==> src/rtl/ex_muldiv_sequencer.sv <==
// Iterative HI/LO multiply/divide unit: IDLE -> PREP -> RUN (WIDTH steps) -> FIX.
// PREP takes operand magnitudes, RUN does one shift-add or restoring
// shift-subtract step per cycle, FIX restores signs and writes HI/LO.
module ex_muldiv_sequencer #(
    parameter int WIDTH = 32
) (
    input  logic             Clk,
    input  logic             Reset,
    input  logic             Start_EX,
    input  logic [1:0]       Op_EX,
    input  logic [WIDTH-1:0] Operand_A_EX,
    input  logic [WIDTH-1:0] Operand_B_EX,
    input  logic             Write_HI_EX,
    input  logic             Write_LO_EX,
    input  logic [WIDTH-1:0] Move_Data_EX,
    output logic             Busy_EX,
    output logic             Done_EX,
    output logic             Div_By_Zero_EX,
    output logic [WIDTH-1:0] HI_EX,
    output logic [WIDTH-1:0] LO_EX
);

    localparam logic [1:0] S_IDLE = 2'd0;
    localparam logic [1:0] S_PREP = 2'd1;
    localparam logic [1:0] S_RUN  = 2'd2;
    localparam logic [1:0] S_FIX  = 2'd3;

    localparam int             CW        = (WIDTH > 1) ? $clog2(WIDTH) : 1;
    localparam logic [CW-1:0]  LAST_ITER = CW'(WIDTH - 1);

    logic [1:0]       state_q, state_d;
    logic [CW-1:0]    cnt_q, cnt_d;
    logic [1:0]       op_q, op_d;
    logic [WIDTH-1:0] a_q, a_d;
    logic [WIDTH-1:0] b_q, b_d;
    logic [WIDTH-1:0] mag_a_q, mag_a_d;
    logic [WIDTH-1:0] mag_b_q, mag_b_d;
    logic [WIDTH-1:0] work_hi_q, work_hi_d;
    logic [WIDTH-1:0] work_lo_q, work_lo_d;
    logic             neg_res_q, neg_res_d;
    logic             neg_rem_q, neg_rem_d;
    logic [WIDTH-1:0] hi_q, hi_d;
    logic [WIDTH-1:0] lo_q, lo_d;
    logic             done_q, done_d;
    logic             dbz_q, dbz_d;

    logic               is_div;
    logic               sign_a, sign_b;
    logic [WIDTH-1:0]   abs_a, abs_b;
    logic [WIDTH:0]     mul_sum;
    logic [WIDTH:0]     div_shift;
    logic [WIDTH+1:0]   div_diff;
    logic               div_ok;
    logic [2*WIDTH-1:0] prod_raw, prod_fix;
    logic [WIDTH-1:0]   quo_fix, rem_fix;

    // Operand sign handling and the per-step arithmetic shared by RUN and FIX
    always_comb begin
        is_div    = op_q[1];
        sign_a    = op_q[0] & a_q[WIDTH-1];
        sign_b    = op_q[0] & b_q[WIDTH-1];
        abs_a     = sign_a ? (~a_q + 1'b1) : a_q;
        abs_b     = sign_b ? (~b_q + 1'b1) : b_q;
        mul_sum   = {1'b0, work_hi_q} + (work_lo_q[0] ? {1'b0, mag_a_q} : '0);
        div_shift = {work_hi_q, work_lo_q[WIDTH-1]};
        div_diff  = {1'b0, div_shift} - {2'b00, mag_b_q};
        div_ok    = ~div_diff[WIDTH+1];
        prod_raw  = {work_hi_q, work_lo_q};
        prod_fix  = neg_res_q ? (~prod_raw + 1'b1) : prod_raw;
        quo_fix   = neg_res_q ? (~work_lo_q + 1'b1) : work_lo_q;
        rem_fix   = neg_rem_q ? (~work_hi_q + 1'b1) : work_hi_q;
    end

    // Next-state logic for the sequencer, datapath and architectural HI/LO
    always_comb begin
        state_d   = state_q;
        cnt_d     = cnt_q;
        op_d      = op_q;
        a_d       = a_q;
        b_d       = b_q;
        mag_a_d   = mag_a_q;
        mag_b_d   = mag_b_q;
        work_hi_d = work_hi_q;
        work_lo_d = work_lo_q;
        neg_res_d = neg_res_q;
        neg_rem_d = neg_rem_q;
        hi_d      = hi_q;
        lo_d      = lo_q;
        done_d    = 1'b0;
        dbz_d     = 1'b0;

        case (state_q)
            S_IDLE: begin
                if (Start_EX) begin
                    state_d = S_PREP;
                    op_d    = Op_EX;
                    a_d     = Operand_A_EX;
                    b_d     = Operand_B_EX;
                end else begin
                    if (Write_HI_EX) hi_d = Move_Data_EX;
                    if (Write_LO_EX) lo_d = Move_Data_EX;
                end
            end
            S_PREP: begin
                // Multiply shifts the multiplier through work_lo; divide shifts the dividend
                mag_a_d   = abs_a;
                mag_b_d   = abs_b;
                work_hi_d = '0;
                work_lo_d = is_div ? abs_a : abs_b;
                neg_res_d = sign_a ^ sign_b;
                neg_rem_d = sign_a;
                cnt_d     = '0;
                state_d   = S_RUN;
            end
            S_RUN: begin
                if (is_div) begin
                    if (div_ok) begin
                        work_hi_d = div_diff[WIDTH-1:0];
                        work_lo_d = {work_lo_q[WIDTH-2:0], 1'b1};
                    end else begin
                        work_hi_d = div_shift[WIDTH-1:0];
                        work_lo_d = {work_lo_q[WIDTH-2:0], 1'b0};
                    end
                end else begin
                    work_hi_d = mul_sum[WIDTH:1];
                    work_lo_d = {mul_sum[0], work_lo_q[WIDTH-1:1]};
                end
                cnt_d = cnt_q + 1'b1;
                if (cnt_q == LAST_ITER) state_d = S_FIX;
            end
            default: begin
                state_d = S_IDLE;
                done_d  = 1'b1;
                if (is_div) begin
                    if (b_q == '0) begin
                        hi_d  = a_q;
                        lo_d  = '1;
                        dbz_d = 1'b1;
                    end else begin
                        hi_d = rem_fix;
                        lo_d = quo_fix;
                    end
                end else begin
                    hi_d = prod_fix[2*WIDTH-1:WIDTH];
                    lo_d = prod_fix[WIDTH-1:0];
                end
            end
        endcase
    end

    // State registers with synchronous active-high reset
    always_ff @(posedge Clk) begin
        if (Reset) begin
            state_q   <= S_IDLE;
            cnt_q     <= '0;
            op_q      <= '0;
            a_q       <= '0;
            b_q       <= '0;
            mag_a_q   <= '0;
            mag_b_q   <= '0;
            work_hi_q <= '0;
            work_lo_q <= '0;
            neg_res_q <= 1'b0;
            neg_rem_q <= 1'b0;
            hi_q      <= '0;
            lo_q      <= '0;
            done_q    <= 1'b0;
            dbz_q     <= 1'b0;
        end else begin
            state_q   <= state_d;
            cnt_q     <= cnt_d;
            op_q      <= op_d;
            a_q       <= a_d;
            b_q       <= b_d;
            mag_a_q   <= mag_a_d;
            mag_b_q   <= mag_b_d;
            work_hi_q <= work_hi_d;
            work_lo_q <= work_lo_d;
            neg_res_q <= neg_res_d;
            neg_rem_q <= neg_rem_d;
            hi_q      <= hi_d;
            lo_q      <= lo_d;
            done_q    <= done_d;
            dbz_q     <= dbz_d;
        end
    end

    assign Busy_EX        = (state_q != S_IDLE);
    assign Done_EX        = done_q;
    assign Div_By_Zero_EX = dbz_q;
    assign HI_EX          = hi_q;
    assign LO_EX          = lo_q;

endmodule

==> config.mk <==
export PLATFORM = sky130hd
export DESIGN_NAME = ex_muldiv_sequencer
export DESIGN_NICKNAME = d
export VERILOG_FILES = /design/src/rtl/ex_muldiv_sequencer.sv
export SDC_FILE = /design/constraint.sdc
export NUM_CORES = 1
export LEC_CHECK = 0
export ABC_AREA = 1
export CAP_MARGIN = 20
export CORE_ASPECT_RATIO = 0.9
export CORE_MARGIN = 8
export CORE_UTILIZATION = 25
export CTS_CLUSTER_DIAMETER = 100
export DETAILED_ROUTE_END_ITERATION = 16
export PLACE_DENSITY = 0.4
export SYNTH_ARGS = -nofsm -noshare
export SYNTH_HDL_FRONTEND = slang
export SYNTH_SLANG_ARGS = --single-unit
==> constraint.sdc <==
create_clock -name Clk -period 2.3 [get_ports Clk]
set_input_delay 0.345 -clock Clk [delete_from_list [all_inputs] [get_ports Clk]]
set_output_delay 0.345 -clock Clk [all_outputs]
set_load 0.02 [all_outputs]
==> impl_metrics.tcl <==
set metrics [dict create \
    run_status "finished, violations left" \
    violated_checks "setup timing" \
    synth-main-ff-cell "sky130_fd_sc_hd__dfxtp_1" \
    crit_path_frequent_cell "sky130_fd_sc_hd__nand2_1" \
    place.port_buffers 169 \
    dp_hpwl_um 97600 \
    timing.reg2reg.setup_slack_ns -0.07 \
    avgViaCountPerCell 4.92 \
    syn-mean-instance-area_um2 5.85 \
    yosys.cell_types.count 48 \
    worst_hold_path_type "in -> reg" \
    postSynthRegisterBits 269 \
    placer_congestion_estimate 0.942 \
    maximum_number_of_pins_on_one_net_before_global_route_repair 85 \
    initial_core_utilization 0.253 \
    skew_ns 0.0315 \
    final_net_count 4415 \
    finalMaxSlewViolations 0 \
    clock-sinks 269 \
    die_width_um 327 \
    num_cts_buffers 39 \
    die_height_um 296 \
    fmaxAchievable_mhz 422 \
    grt_overflow 0 \
    vdd_drop_max_uv 550 \
    rsz0062_at_grt "true" \
    die_area_um2 96900 \
    worstHoldEndpoint "neg_rem_q" \
    timing.rr.end "work_hi_q[27]" \
    cpMaxStageDelayCell "sky130_fd_sc_hd__dfxtp_4" \
    grt_first_pass_wirelength_um 172000 \
    total_buffers_and_inverters_traversed_by_the_critical_path 6 \
    routedWlPerCell_um 22.1 \
    level_count_of_the_clock_h_tree 2 \
    clock_tree.buffer_depth 3 \
    worst_r2r_startpoint "work_lo_q[0]" \
    final_layout_fill_cell_count 9693 \
    most_frequent_cells_in_the_layout "sky130_fd_sc_hd__nand2_1, sky130_fd_sc_hd__inv_1, sky130_fd_sc_hd__buf_4, sky130_fd_sc_hd__o21ai_0, sky130_fd_sc_hd__nand3_1" \
    worst-r2r-cell-count 17 \
    finalCoreUtilization 0.360 \
    via_count 26600 \
    final_common_cell "sky130_fd_sc_hd__nand2_1" \
    critical_path_arrival_ns 2.83 \
    groute.usage.overall 0.236 \
    period_share 1.03 \
    critical_path_class "reg -> reg" \
    drcViolationCount 0 \
    io_pins 170 \
    final_antenna_net_count 0 \
    flow.area_growth_from_synthesis_pct 42.6 \
    maxCapViolations 0 \
    final_layout_size_suffix_gt1_frac 0.231 \
    series_of_cell_instances_along_the_critical_path "buf_12 -> buf_4 -> nand2_1 -> inv_2 -> ha_4 -> nand2_4 -> nor2_2 -> inv_2 -> buf_4 -> nor3_2 -> nand2_1 -> nand3_1 -> nand3_2 -> nand2_1 -> inv_1 -> nand2_1 -> nand2_1" \
    wl_um 120000 \
    combined_area_of_the_multi_input_logic_cells_um2 15500 \
    hold_viol_final 0 \
    synth_edf_count 0 \
    layout.area.seq_um2 5410 \
    first_global_vias 24700 \
    cp_top_family "simple AND/OR/NAND/NOR gates" \
    core_region_area_um2 86300 \
    min-delay-start "Reset" \
    fin_tns_setup_ns -0.379 \
    firstDrtPassIters 6 \
    ys_warn_count 0 \
    worst_skew_pair.late_latency_ns 0.58 \
    power_density_nw_per_um2 1260 \
    ys_seq_area_frac 0.247 \
    fraction_of_registers_with_async_set_or_reset_after_synthesis 0 \
    min_delay_path_depth 3 \
    critPathMaxStageDelay_ns 0.38 \
    clkTransAtPathRegs_ns 0.06 \
    postLayoutSetupSlackWorst_ns -0.0692 \
    synthesis.nets 3909 \
    placement_rows 102 \
    critical_path_depth 17 \
    worstPathMaxFanout 11 \
    timing.max_slew.rel_slack 0.357 \
    drt_first_iter_violations 2592 \
    antenna_found_initial 4 \
    power_leakage_uw 0.0148 \
    worstPathRequired_ns 2.76 \
    synthesized_area_um2 21800 \
    slew_at_the_pin_with_the_worst_max_slew_slack_ns 0.961 \
    finalSetupViolations 13 \
    syn-instance-count 3730 \
    finalHoldWorstSlack_ns 0.376 \
    clockRootBuffer "sky130_fd_sc_hd__clkbuf_16" \
    cts_tree "built" \
    cp_launch_type "flip-flop" \
    cp-end-kind "flip-flop" \
    final_worst_path_period_need_ns 2.37 \
]
[cell usage after synthesis (2+ instances only)]
master,n,area share
sky130_fd_sc_hd__o21ai_1,25,0.0057
sky130_fd_sc_hd__o21bai_1,13,0.0045
sky130_fd_sc_hd__nand3_2,3,0.0014
sky130_fd_sc_hd__nor2_1,357,0.061
sky130_fd_sc_hd__o22ai_1,5,0.0014
sky130_fd_sc_hd__inv_1,462,0.080
sky130_fd_sc_hd__nor2_4,13,0.0067
sky130_fd_sc_hd__a22oi_1,6,0.0021
sky130_fd_sc_hd__nand3b_1,11,0.0038
sky130_fd_sc_hd__nand2_2,14,0.0040
sky130_fd_sc_hd__and2_1,3,0.00086
sky130_fd_sc_hd__nand4_1,46,0.013
sky130_fd_sc_hd__o21a_1,2,0.00069
sky130_fd_sc_hd__buf_2,22,0.0050
sky130_fd_sc_hd__clkinv_1,9,0.0015
sky130_fd_sc_hd__nand3_4,2,0.0016
sky130_fd_sc_hd__fa_1,2,0.0018
sky130_fd_sc_hd__nand2_4,5,0.0026
sky130_fd_sc_hd__o211ai_1,46,0.016
sky130_fd_sc_hd__buf_6,6,0.0031
sky130_fd_sc_hd__xor2_1,87,0.035
sky130_fd_sc_hd__buf_4,4,0.0014
sky130_fd_sc_hd__buf_1,13,0.0022
sky130_fd_sc_hd__nor3_1,31,0.0071
sky130_fd_sc_hd__nor2_2,28,0.0080
sky130_fd_sc_hd__inv_2,22,0.0038
sky130_fd_sc_hd__ha_1,74,0.042
sky130_fd_sc_hd__a21oi_2,5,0.0020
sky130_fd_sc_hd__xnor2_1,2,0.00080
sky130_fd_sc_hd__nand3_1,328,0.075
sky130_fd_sc_hd__clkbuf_1,115,0.020
sky130_fd_sc_hd__dfxtp_1,269,0.25
sky130_fd_sc_hd__or2_2,9,0.0026
sky130_fd_sc_hd__o21ai_2,5,0.0020
sky130_fd_sc_hd__o21ai_0,339,0.078
sky130_fd_sc_hd__a31oi_1,8,0.0023
sky130_fd_sc_hd__a21oi_1,356,0.082
sky130_fd_sc_hd__o21ai_4,2,0.0015
sky130_fd_sc_hd__nand2_1,972,0.17
[cells by family (layout without fill, tap and decap cells)]
| logic type | count (synthesis) | in the layout | synth area share |
|---|---|---|---|
| fa+ha+maj | 76 | 76 | 0.0443 |
| other cells | 0 | 2 | 0 |
| flops | 269 | 269 | 0.247 |
| simple gates | 1824 | 1825 | 0.357 |
| xor+xnor | 89 | 89 | 0.0357 |
| buf+inv | 655 | 1188 | 0.117 |
| compound gates | 817 | 817 | 0.199 |
[area by class of cell]
class	instances	area share
inverter	494	0.0599
timing repair buffer	625	0.178
tap	1144	0.0460
antenna	2	0.000161
clock buffer	52	0.0355
multi-input combinational	2807	0.500
sequential	269	0.174
clock inverter	17	0.00628
[per-layer routing]
| layer | GRT usage | up-vias | routed length, um |
|---|---|---|---|
| met5 | 0 | - | 0 |
| met4 | 0.0540 | 0 | 2850 |
| met3 | 0.0338 | 113 | 8270 |
| met2 | 0.345 | 904 | 49300 |
| met1 | 0.358 | 12500 | 59100 |
| li1 | - | 13100 | - |
[tightest hold or removal path: cells and delay by family]
kind / cells / cell delay [ns]
compound gates: 1 / 0.12
buf+inv: 2 / 0.42
[through the flow]
stage               power [uW]  cell area [um2]  std cells  setup WS, ns
floorplan                20300            21800       3730       0.00167
detailed placement       31300            27900       5313        -0.328
CTS                      38000            29900       5390        -0.167
finish                   39100            31100       5410       -0.0692
global placement         31400            27900       5313        -0.384
global route             41700            31100       5408        -0.184
[registers in the layout (all words and copies together), names as in the netlist]
name / flops
HI_EX: 32
LO_EX: 32
a_q: 32
b_q: 32
mag_a_q: 32
mag_b_q: 32
work_hi_q: 32
work_lo_q: 32
cnt_q: 5
op_q: 2
state_q: 2
Div_By_Zero_EX: 1
Done_EX: 1
neg_rem_q: 1
neg_res_q: 1
[power breakdown]
part	switching [uW]	internal [uW]
Clock	2540	3640
Sequential	1620	6290
Combinational	16200	8820
Total	20400	18700
[repair_timing]
| item | CTS | global route |
|---|---|---|
| buffers inserted | 6 | 18 |
| gates resized for setup | 156 | 281 |
| pin swaps | 19 | 41 |
| setup endpoints to repair | 45 | 90 |
| hold buffers | 0 | 0 |
| cloned | 2 | 0 |
[worst max path at each step]
stage                 startpoint            end  slack, ns
floorplan           work_lo_q[0]  work_hi_q[29]      0.002
global placement    work_lo_q[0]  work_hi_q[28]      -0.38
detailed placement  work_lo_q[0]  work_hi_q[28]      -0.33
CTS                 work_lo_q[0]  work_hi_q[28]      -0.17
global route        work_lo_q[0]  work_hi_q[27]      -0.18
finish              work_lo_q[0]  work_hi_q[27]      -0.07
Note: power is estimated with default switching activity, not from simulation.
